File: src/rtl/fetch_pkg.sv
// fetch_pkg: shared types and constants for the fetch-stage controller.
//   fetch_state_t : controller FSM states
//   INCR_4/INCR_8 : incr_src encodings for the PC adder mux
//   LINE_OFF_HI   : top PC bit of the word offset inside a 16-byte fetch line
package fetch_pkg;

  typedef enum logic [1:0] {
    BOOT  = 2'd0,
    RUN   = 2'd1,
    MISS  = 2'd2,
    REDIR = 2'd3
  } fetch_state_t;

  localparam logic INCR_4 = 1'b0;
  localparam logic INCR_8 = 1'b1;

  localparam int unsigned LINE_OFF_HI = 3;

endpackage

File: src/rtl/fetch_if.sv
// fetch_if: bundle between the fetch controller and its environment
// (hazard unit, branch resolver, instruction memory, PC datapath).
//   master : the controller (fetch_ctrl)
//   slave  : everything around it
// Inputs to the controller: pc, stall, redirect, redirect_target, issue_two, imem_ready.
// Outputs: imem_req, pc_en, pc_src, incr_src, target_out, fetch_valid, flush, miss_cycles.
interface fetch_if #(
  parameter int unsigned CNT_W = 16
);
  logic [31:0]      pc;
  logic             stall;
  logic             redirect;
  logic [31:0]      redirect_target;
  logic             issue_two;
  logic             imem_ready;
  logic             imem_req;
  logic             pc_en;
  logic             pc_src;
  logic             incr_src;
  logic [31:0]      target_out;
  logic [1:0]       fetch_valid;
  logic             flush;
  logic [CNT_W-1:0] miss_cycles;

  modport master (
    input  pc, stall, redirect, redirect_target, issue_two, imem_ready,
    output imem_req, pc_en, pc_src, incr_src, target_out, fetch_valid, flush, miss_cycles
  );

  modport slave (
    output pc, stall, redirect, redirect_target, issue_two, imem_ready,
    input  imem_req, pc_en, pc_src, incr_src, target_out, fetch_valid, flush, miss_cycles
  );
endinterface

File: src/rtl/sat_counter.sv
// sat_counter: W-bit up counter that sticks at all-ones.
//   clk   : clock
//   rst   : synchronous active-high clear
//   en    : count this cycle
//   count : current value
module sat_counter #(
  parameter int unsigned W = 16
) (
  input  logic         clk,
  input  logic         rst,
  input  logic         en,
  output logic [W-1:0] count
);

  always_ff @(posedge clk) begin
    if (rst) begin
      count <= '0;
    end else if (en && (count != '1)) begin
      count <= count + W'(1);
    end
  end

endmodule

File: src/rtl/fetch_ctrl.sv
// fetch_ctrl: fetch-stage controller. Each cycle decides whether the PC holds,
// advances by 4/8, or loads a redirect target; tracks instruction-memory misses
// and defers redirects that arrive during a miss until the memory returns.
//   clk, rst : clock and synchronous active-high reset
//   bus      : fetch_if master modport (see fetch_if for signal list)
module fetch_ctrl
  import fetch_pkg::*;
#(
  parameter bit          DUAL_FETCH = 1'b1,
  parameter int unsigned CNT_W      = 16
) (
  input logic     clk,
  input logic     rst,
  fetch_if.master bus
);

  fetch_state_t     state_q, state_d;
  logic             pend_q, pend_d;
  logic [31:0]      tgt_q, tgt_d;

  logic             dual;
  logic             miss_en;
  logic             imem_req;
  logic             pc_en;
  logic             pc_src;
  logic             incr_src;
  logic [31:0]      target_out;
  logic [1:0]       fetch_valid;
  logic             flush;
  logic [CNT_W-1:0] miss_count;
  logic             unused_pc_bits;

  // A pair must not straddle a 16-byte line: slot0 in the last word forces single.
  assign dual = DUAL_FETCH && bus.issue_two && (bus.pc[LINE_OFF_HI:2] != 2'b11);
  assign unused_pc_bits = ^{bus.pc[31:LINE_OFF_HI+1], bus.pc[1:0]};

  always_ff @(posedge clk) begin
    if (rst) begin
      state_q <= BOOT;
      pend_q  <= 1'b0;
      tgt_q   <= '0;
    end else begin
      state_q <= state_d;
      pend_q  <= pend_d;
      tgt_q   <= tgt_d;
    end
  end

  always_comb begin
    state_d     = state_q;
    pend_d      = pend_q;
    tgt_d       = tgt_q;
    miss_en     = 1'b0;
    imem_req    = 1'b0;
    pc_en       = 1'b0;
    pc_src      = 1'b0;
    incr_src    = INCR_4;
    target_out  = '0;
    fetch_valid = 2'b00;
    flush       = 1'b0;

    case (state_q)
      BOOT: begin
        state_d = RUN;
      end

      RUN: begin
        imem_req = 1'b1;
        if (bus.redirect) begin
          // Redirect wins over both stall and a miss starting this cycle.
          pc_src     = 1'b1;
          pc_en      = 1'b1;
          target_out = bus.redirect_target;
          flush      = 1'b1;
        end else if (!bus.imem_ready) begin
          state_d = MISS;
        end else if (bus.stall) begin
          fetch_valid = {dual, 1'b1};
        end else begin
          pc_en       = 1'b1;
          incr_src    = dual ? INCR_8 : INCR_4;
          fetch_valid = {dual, 1'b1};
        end
      end

      MISS: begin
        imem_req = 1'b1;
        miss_en  = 1'b1;
        if (bus.redirect) begin
          // Youngest resolved redirect overwrites any earlier pending one.
          flush  = 1'b1;
          pend_d = 1'b1;
          tgt_d  = bus.redirect_target;
        end
        if (bus.imem_ready) begin
          if (pend_d) begin
            // Returned data belongs to the wrong path; drop it.
            state_d = REDIR;
          end else begin
            state_d = RUN;
            if (bus.stall) begin
              fetch_valid = {dual, 1'b1};
            end else begin
              pc_en       = 1'b1;
              incr_src    = dual ? INCR_8 : INCR_4;
              fetch_valid = {dual, 1'b1};
            end
          end
        end
      end

      REDIR: begin
        pc_src     = 1'b1;
        pc_en      = 1'b1;
        flush      = 1'b1;
        target_out = bus.redirect ? bus.redirect_target : tgt_q;
        pend_d     = 1'b0;
        state_d    = RUN;
      end

      default: begin
        state_d = BOOT;
      end
    endcase

    // Outputs are quiet during the reset cycle regardless of current state.
    if (rst) begin
      miss_en     = 1'b0;
      imem_req    = 1'b0;
      pc_en       = 1'b0;
      pc_src      = 1'b0;
      incr_src    = INCR_4;
      target_out  = '0;
      fetch_valid = 2'b00;
      flush       = 1'b0;
    end
  end

  sat_counter #(
    .W (CNT_W)
  ) u_miss_cnt (
    .clk   (clk),
    .rst   (rst),
    .en    (miss_en),
    .count (miss_count)
  );

  assign bus.imem_req    = imem_req;
  assign bus.pc_en       = pc_en;
  assign bus.pc_src      = pc_src;
  assign bus.incr_src    = incr_src;
  assign bus.target_out  = target_out;
  assign bus.fetch_valid = fetch_valid;
  assign bus.flush       = flush;
  assign bus.miss_cycles = rst ? '0 : miss_count;

endmodule

File: src/flat_wrapper.sv
// flat-port wrapper written by rule: the top's interface ports become plain ports
module fetch_ctrl_flat import fetch_pkg::*;
#(
  parameter bit          DUAL_FETCH = 1'b1,
  parameter int unsigned CNT_W      = 16
)
  (clk, rst, bus_pc, bus_stall, bus_redirect, bus_redirect_target, bus_issue_two, bus_imem_ready, bus_imem_req, bus_pc_en, bus_pc_src, bus_incr_src, bus_target_out, bus_fetch_valid, bus_flush, bus_miss_cycles);
  fetch_if #(.CNT_W(CNT_W)) bus_i ();
  input logic clk;
  input logic rst;
  input wire logic [$bits(bus_i.pc)-1:0] bus_pc;
  input wire logic [$bits(bus_i.stall)-1:0] bus_stall;
  input wire logic [$bits(bus_i.redirect)-1:0] bus_redirect;
  input wire logic [$bits(bus_i.redirect_target)-1:0] bus_redirect_target;
  input wire logic [$bits(bus_i.issue_two)-1:0] bus_issue_two;
  input wire logic [$bits(bus_i.imem_ready)-1:0] bus_imem_ready;
  output wire logic [$bits(bus_i.imem_req)-1:0] bus_imem_req;
  output wire logic [$bits(bus_i.pc_en)-1:0] bus_pc_en;
  output wire logic [$bits(bus_i.pc_src)-1:0] bus_pc_src;
  output wire logic [$bits(bus_i.incr_src)-1:0] bus_incr_src;
  output wire logic [$bits(bus_i.target_out)-1:0] bus_target_out;
  output wire logic [$bits(bus_i.fetch_valid)-1:0] bus_fetch_valid;
  output wire logic [$bits(bus_i.flush)-1:0] bus_flush;
  output wire logic [$bits(bus_i.miss_cycles)-1:0] bus_miss_cycles;
  assign bus_i.pc = bus_pc;
  assign bus_i.stall = bus_stall;
  assign bus_i.redirect = bus_redirect;
  assign bus_i.redirect_target = bus_redirect_target;
  assign bus_i.issue_two = bus_issue_two;
  assign bus_i.imem_ready = bus_imem_ready;
  assign bus_imem_req = bus_i.imem_req;
  assign bus_pc_en = bus_i.pc_en;
  assign bus_pc_src = bus_i.pc_src;
  assign bus_incr_src = bus_i.incr_src;
  assign bus_target_out = bus_i.target_out;
  assign bus_fetch_valid = bus_i.fetch_valid;
  assign bus_flush = bus_i.flush;
  assign bus_miss_cycles = bus_i.miss_cycles;
  fetch_ctrl #(.DUAL_FETCH(DUAL_FETCH), .CNT_W(CNT_W)) u_core (.clk(clk), .rst(rst), .bus(bus_i));
endmodule
File: config.mk
export PLATFORM = sky130hd
export DESIGN_NAME = fetch_ctrl_flat
export DESIGN_NICKNAME = d
export VERILOG_FILES = /design/src/rtl/fetch_pkg.sv /design/src/rtl/fetch_if.sv /design/src/rtl/sat_counter.sv /design/src/rtl/fetch_ctrl.sv /design/src/flat_wrapper.sv
export SDC_FILE = /design/constraint.sdc
export NUM_CORES = 1
export LEC_CHECK = 0
export BUFFER_PORTS_ARGS = -buffer_cell sky130_fd_sc_hd__buf_2
export CORE_AREA = 2 2 95 97
export DETAILED_ROUTE_END_ITERATION = 6
export DIE_AREA = 0 0 97 99
export PLACE_DENSITY = 0.72
export SLEW_MARGIN = 0
export SYNTH_ARGS = -nofsm -noshare
export SYNTH_HDL_FRONTEND = slang
export SYNTH_SLANG_ARGS = --single-unit
File: constraint.sdc
create_clock -name clk -period 4.07 [get_ports clk]
set_input_delay 0.407 -clock clk [delete_from_list [all_inputs] [get_ports clk]]
set_output_delay 0.407 -clock clk [all_outputs]
set_load 0.01 [all_outputs]
==> run_summary.xml <==
<?xml version="1.0" encoding="UTF-8"?>
<metrics>
  <group name="layout">
    <metric name="layout.filler_cells" unit="">888</metric>
    <metric name="num_antenna_cells" unit="">0</metric>
    <metric name="area_delta_synth_final" unit="%">20.8</metric>
    <metric name="finalNetCount" unit="">572</metric>
    <metric name="layout-drive-gt1-share" unit="">0.246</metric>
    <metric name="final_core_util" unit="">0.413</metric>
  </group>
  <group name="setup_path">
    <metric name="regToRegStartpoint" unit="">u_core.u_miss_cnt.count[0]$_SDFFE_PP0P_</metric>
    <metric name="cp.required" unit="ps">3660</metric>
    <metric name="worst_setup_path_startpoint" unit="">u_core.state_q[1]$_SDFFE_PP0P_</metric>
    <metric name="worstSetupEndpointType" unit="">output port</metric>
    <metric name="ff_to_ff_path_depth" unit="">5</metric>
    <metric name="setup.worst_path.start_class" unit="">flop</metric>
    <metric name="timing_worst_setup_path_type" unit="">flop to output port</metric>
    <metric name="regToRegEndpoint" unit="">u_core.u_miss_cnt.count[7]$_SDFFE_PP0P_</metric>
    <metric name="worst_setup_path_endpoint" unit="">bus_target_out[31]</metric>
    <metric name="reg2reg_setup_slack" unit="ps">1900</metric>
    <metric name="cp_data_arrival_time" unit="ps">2240</metric>
    <metric name="crit_path_max_fanout" unit="">24</metric>
  </group>
  <group name="route">
    <metric name="1st_pass_router_iterations" unit="">4</metric>
    <metric name="average_wire_per_standard_cell" unit="um">12.5</metric>
    <metric name="final_antenna_net_count" unit="">0</metric>
    <metric name="detail_route.vias_per_cell" unit="">5.12</metric>
    <metric name="drt_iter0_drcs" unit="">132</metric>
    <metric name="postRouteWirelength" unit="mm">7.53</metric>
    <metric name="post-route-drc-count" unit="">0</metric>
    <metric name="via_count" unit="">3093</metric>
  </group>
  <group name="global_route">
    <metric name="grt_util_all_layers" unit="">0.153</metric>
    <metric name="globalRouteOverflowTotal" unit="">0</metric>
    <metric name="grt_pass1_vias" unit="">2726</metric>
    <metric name="grt_first_pass_wirelength" unit="mm">12.5</metric>
    <metric name="grt_start_max_net_pins" unit="">52</metric>
    <metric name="number_of_antenna_violations_at_the_first_check_in_global_routing" unit="">0</metric>
  </group>
  <group name="logic_synthesis">
    <metric name="post_synth_main_area_contributors" unit="">sky130_fd_sc_hd__dfxtp_1, sky130_fd_sc_hd__nand2_1, sky130_fd_sc_hd__a21oi_1</metric>
    <metric name="post_synth_inst_count" unit="">422</metric>
    <metric name="netlist_area" unit="mm2">0.00292</metric>
    <metric name="yosys.cell_count.top_type" unit="">sky130_fd_sc_hd__nand2_1</metric>
    <metric name="yosys_warnings" unit="">0</metric>
    <metric name="post_synth.cell_area_avg" unit="um2">6.93</metric>
    <metric name="netlist.top_cell.by_area" unit="">sky130_fd_sc_hd__dfxtp_1</metric>
    <metric name="synthArstFlopShare" unit="">0</metric>
    <metric name="ys.flop_type" unit="">sky130_fd_sc_hd__dfxtp_1</metric>
    <metric name="synth.ff_latch_count" unit="">51</metric>
    <metric name="mappedNetlistNets" unit="">498</metric>
    <metric name="area_fraction_of_the_dominant_cell_type_after_synthesis" unit="">0.349</metric>
    <metric name="synth_seq_area_share" unit="">0.349</metric>
    <metric name="post_synth_most_frequent_cells" unit="">sky130_fd_sc_hd__nand2_1, sky130_fd_sc_hd__nor2_1, sky130_fd_sc_hd__a21oi_1, sky130_fd_sc_hd__dfxtp_1, sky130_fd_sc_hd__clkbuf_1</metric>
    <metric name="synth_enable_flop_cells" unit="">0</metric>
    <metric name="yosysUniqueCellTypes" unit="">41</metric>
  </group>
  <group name="clock_network">
    <metric name="clock_tree.htree_level_count" unit="">2</metric>
    <metric name="cts_post_setup_buffers_inserted" unit="">0</metric>
    <metric name="root_buffer" unit="">sky130_fd_sc_hd__clkbuf_8</metric>
    <metric name="cts_num_sinks" unit="">51</metric>
    <metric name="tritoncts_buffer_count" unit="">5</metric>
    <metric name="cts_hold_buf" unit="">0</metric>
    <metric name="max-clock-path-buffers" unit="">2</metric>
    <metric name="cts_repair_resize_count" unit="">0</metric>
    <metric name="tritoncts_clock_tree" unit="">done</metric>
    <metric name="cts.reportedPaths.clkPinSlew" unit="ps">90</metric>
    <metric name="insertion_delay_to_the_later_sink_of_the_worst_skew_pair" unit="ps">290</metric>
  </group>
  <group name="sta">
    <metric name="worst_pin_slew" unit="ps">1170</metric>
    <metric name="finClkSkew" unit="ps">3.51</metric>
    <metric name="grt_setup_unrepaired" unit="">false</metric>
    <metric name="worst_slew_margin_rel" unit="">0.216</metric>
    <metric name="totalNegativeSetupSlack" unit="ps">0</metric>
    <metric name="slew_viol_final" unit="">0</metric>
    <metric name="worst_slack_setup_final" unit="ps">1430</metric>
    <metric name="clock.fmax" unit="MHz">378</metric>
    <metric name="min_period_over_period" unit="">0.649</metric>
    <metric name="setup_viol_count_final" unit="">0</metric>
    <metric name="finalHoldViolCount" unit="">0</metric>
    <metric name="holdWs" unit="ps">348</metric>
    <metric name="final_period_minus_worst_setup_slack" unit="ps">2640</metric>
  </group>
  <group name="min_path">
    <metric name="timing.hold.worst.class" unit="">input pin to flop</metric>
  </group>
  <group name="power_and_ir_drop">
    <metric name="peak_ir_drop_on_the_vdd_network" unit="mV">0.167</metric>
    <metric name="power.share.switching" unit="">0.367</metric>
    <metric name="power_density" unit="mW/mm2">385</metric>
    <metric name="power.share.combinational" unit="">0.346</metric>
    <metric name="power.share.clock" unit="">0.220</metric>
    <metric name="seq_power_share" unit="">0.434</metric>
    <metric name="power.internal" unit="W">0.000860</metric>
    <metric name="power.switching" unit="W">0.000498</metric>
    <metric name="leakage" unit="nW">1.47</metric>
  </group>
  <group name="floorplan">
    <metric name="die_width" unit="um">97</metric>
    <metric name="die_height" unit="um">99</metric>
    <metric name="die_area" unit="mm2">0.00960</metric>
    <metric name="top_level_ports" unit="">125</metric>
    <metric name="rows" unit="">34</metric>
    <metric name="design.core.area" unit="mm2">0.00855</metric>
    <metric name="floorplan.initialDensity" unit="">0.342</metric>
  </group>
  <group name="flow_run">
    <metric name="cap_violations" unit="">0</metric>
  </group>
  <group name="placed_design">
    <metric name="io_buffers" unit="">94</metric>
    <metric name="place_ws" unit="ps">1710</metric>
    <metric name="gpl.final_weighted_congestion" unit="">0.828</metric>
    <metric name="post-dp-hpwl" unit="mm">5.12</metric>
  </group>
  <group name="status">
    <metric name="status" unit="">finished clean</metric>
  </group>
</metrics>
-- worst min path at each step --
stage,start,end,slack (ps),depth (start not counted)
final,bus_redirect_target[18],u_core.tgt_q[18]$_SDFFE_PP0P_,350,3
after global routing,bus_redirect_target[21],u_core.tgt_q[21]$_SDFFE_PP0P_,350,3
after CTS,bus_redirect_target[17],u_core.tgt_q[17]$_SDFFE_PP0P_,340,3
after detailed placement,u_core.tgt_q[4]$_SDFFE_PP0P_,u_core.tgt_q[4]$_SDFFE_PP0P_,450,2
after global placement,u_core.tgt_q[5]$_SDFFE_PP0P_,u_core.tgt_q[5]$_SDFFE_PP0P_,440,2
after floorplan,u_core.tgt_q[0]$_SDFFE_PP0P_,u_core.tgt_q[0]$_SDFFE_PP0P_,430,2
-- cells by family after synthesis --
group | count (synthesis) | share of synthesized area
AOI/OAI and AO/OA | 83 | 0.158
xor gates and xnor gates | 6 | 0.0180
adders and majority gates | 6 | 0.0257
buffers and inverters | 37 | 0.0488
DFF | 51 | 0.349
muxes | 14 | 0.0535
and+or+nand+nor | 225 | 0.347
-- worst max-delay path, stage by stage (launching register included) --
cell	delay, ps
sky130_fd_sc_hd__dfxtp_1	370
sky130_fd_sc_hd__inv_1	100
sky130_fd_sc_hd__ha_1	250
sky130_fd_sc_hd__o21bai_2	830
sky130_fd_sc_hd__nor2_1	180
sky130_fd_sc_hd__buf_2	200
-- sequential cells by signal (all words and copies together) (netlist names) --
name	flops
u_core.tgt_q	32
u_core.u_miss_cnt.count	16
u_core.state_q	2
u_core.pend_q	1
-- layer usage --
layer	wire length [um]	part of all wire	global-route usage
met1	3400	0.45	0.194
met4	67	0.0089	0.0368
met2	3590	0.48	0.268
met3	469	0.062	0.0298
met5	0	0	0
-- final cells by class --
class / count / area, um2 / area share
sequential: 51 / 1020 / 0.289
tap: 108 / 135 / 0.0383
clock inverter: 1 / 5.00 / 0.00142
multi-input combinational: 334 / 1760 / 0.500
timing repair buffer: 98 / 500 / 0.142
clock buffer: 6 / 82.6 / 0.0234
inverter: 6 / 22.5 / 0.00638
-- placed cells by master, fill, tap and decap left out, types with 3 or more instances in the layout --
master / synthesis / final
sky130_fd_sc_hd__clkbuf_8: 0 / 6
sky130_fd_sc_hd__nand2_1: 96 / 96
sky130_fd_sc_hd__nand3_1: 3 / 3
sky130_fd_sc_hd__nand4_1: 4 / 4
sky130_fd_sc_hd__nor2_1: 76 / 76
sky130_fd_sc_hd__o21ai_0: 5 / 5
sky130_fd_sc_hd__mux2_2: 13 / 13
sky130_fd_sc_hd__buf_4: 0 / 4
sky130_fd_sc_hd__nor4_1: 4 / 4
sky130_fd_sc_hd__a21oi_1: 60 / 60
sky130_fd_sc_hd__a22oi_1: 8 / 8
sky130_fd_sc_hd__nor3_1: 9 / 9
sky130_fd_sc_hd__and4_1: 4 / 4
sky130_fd_sc_hd__inv_1: 6 / 6
sky130_fd_sc_hd__nor2b_1: 14 / 14
sky130_fd_sc_hd__dfxtp_1: 51 / 51
sky130_fd_sc_hd__ha_1: 6 / 6
sky130_fd_sc_hd__xnor2_1: 5 / 5
sky130_fd_sc_hd__buf_2: 2 / 94
-- power groups by stage --
| stage | combinational [W] | clock (W) | sequential [W] |
|---|---|---|---|
| finish | 0.000470 | 0.000298 | 0.000589 |
| global route | 0.000530 | 0.000331 | 0.000598 |
| CTS | 0.000475 | 0.000314 | 0.000589 |
| detailed placement | 0.000474 | 0 | 0.000600 |
| global placement | 0.000462 | 0 | 0.000598 |
| floorplan | 0.000333 | 0 | 0.000592 |
-- through the flow --
stage	cells	cell area (um2)	power (W)
2_1_floorplan	422	2920	0.000925
3_3_place_gp	597	3440	0.00106
3_5_place_dp	597	3440	0.00107
4_1_cts	604	3530	0.00138
5_1_grt	604	3530	0.00146
6_report	604	3530	0.00136
No activity file was read; power rests on OpenSTA's default activity.
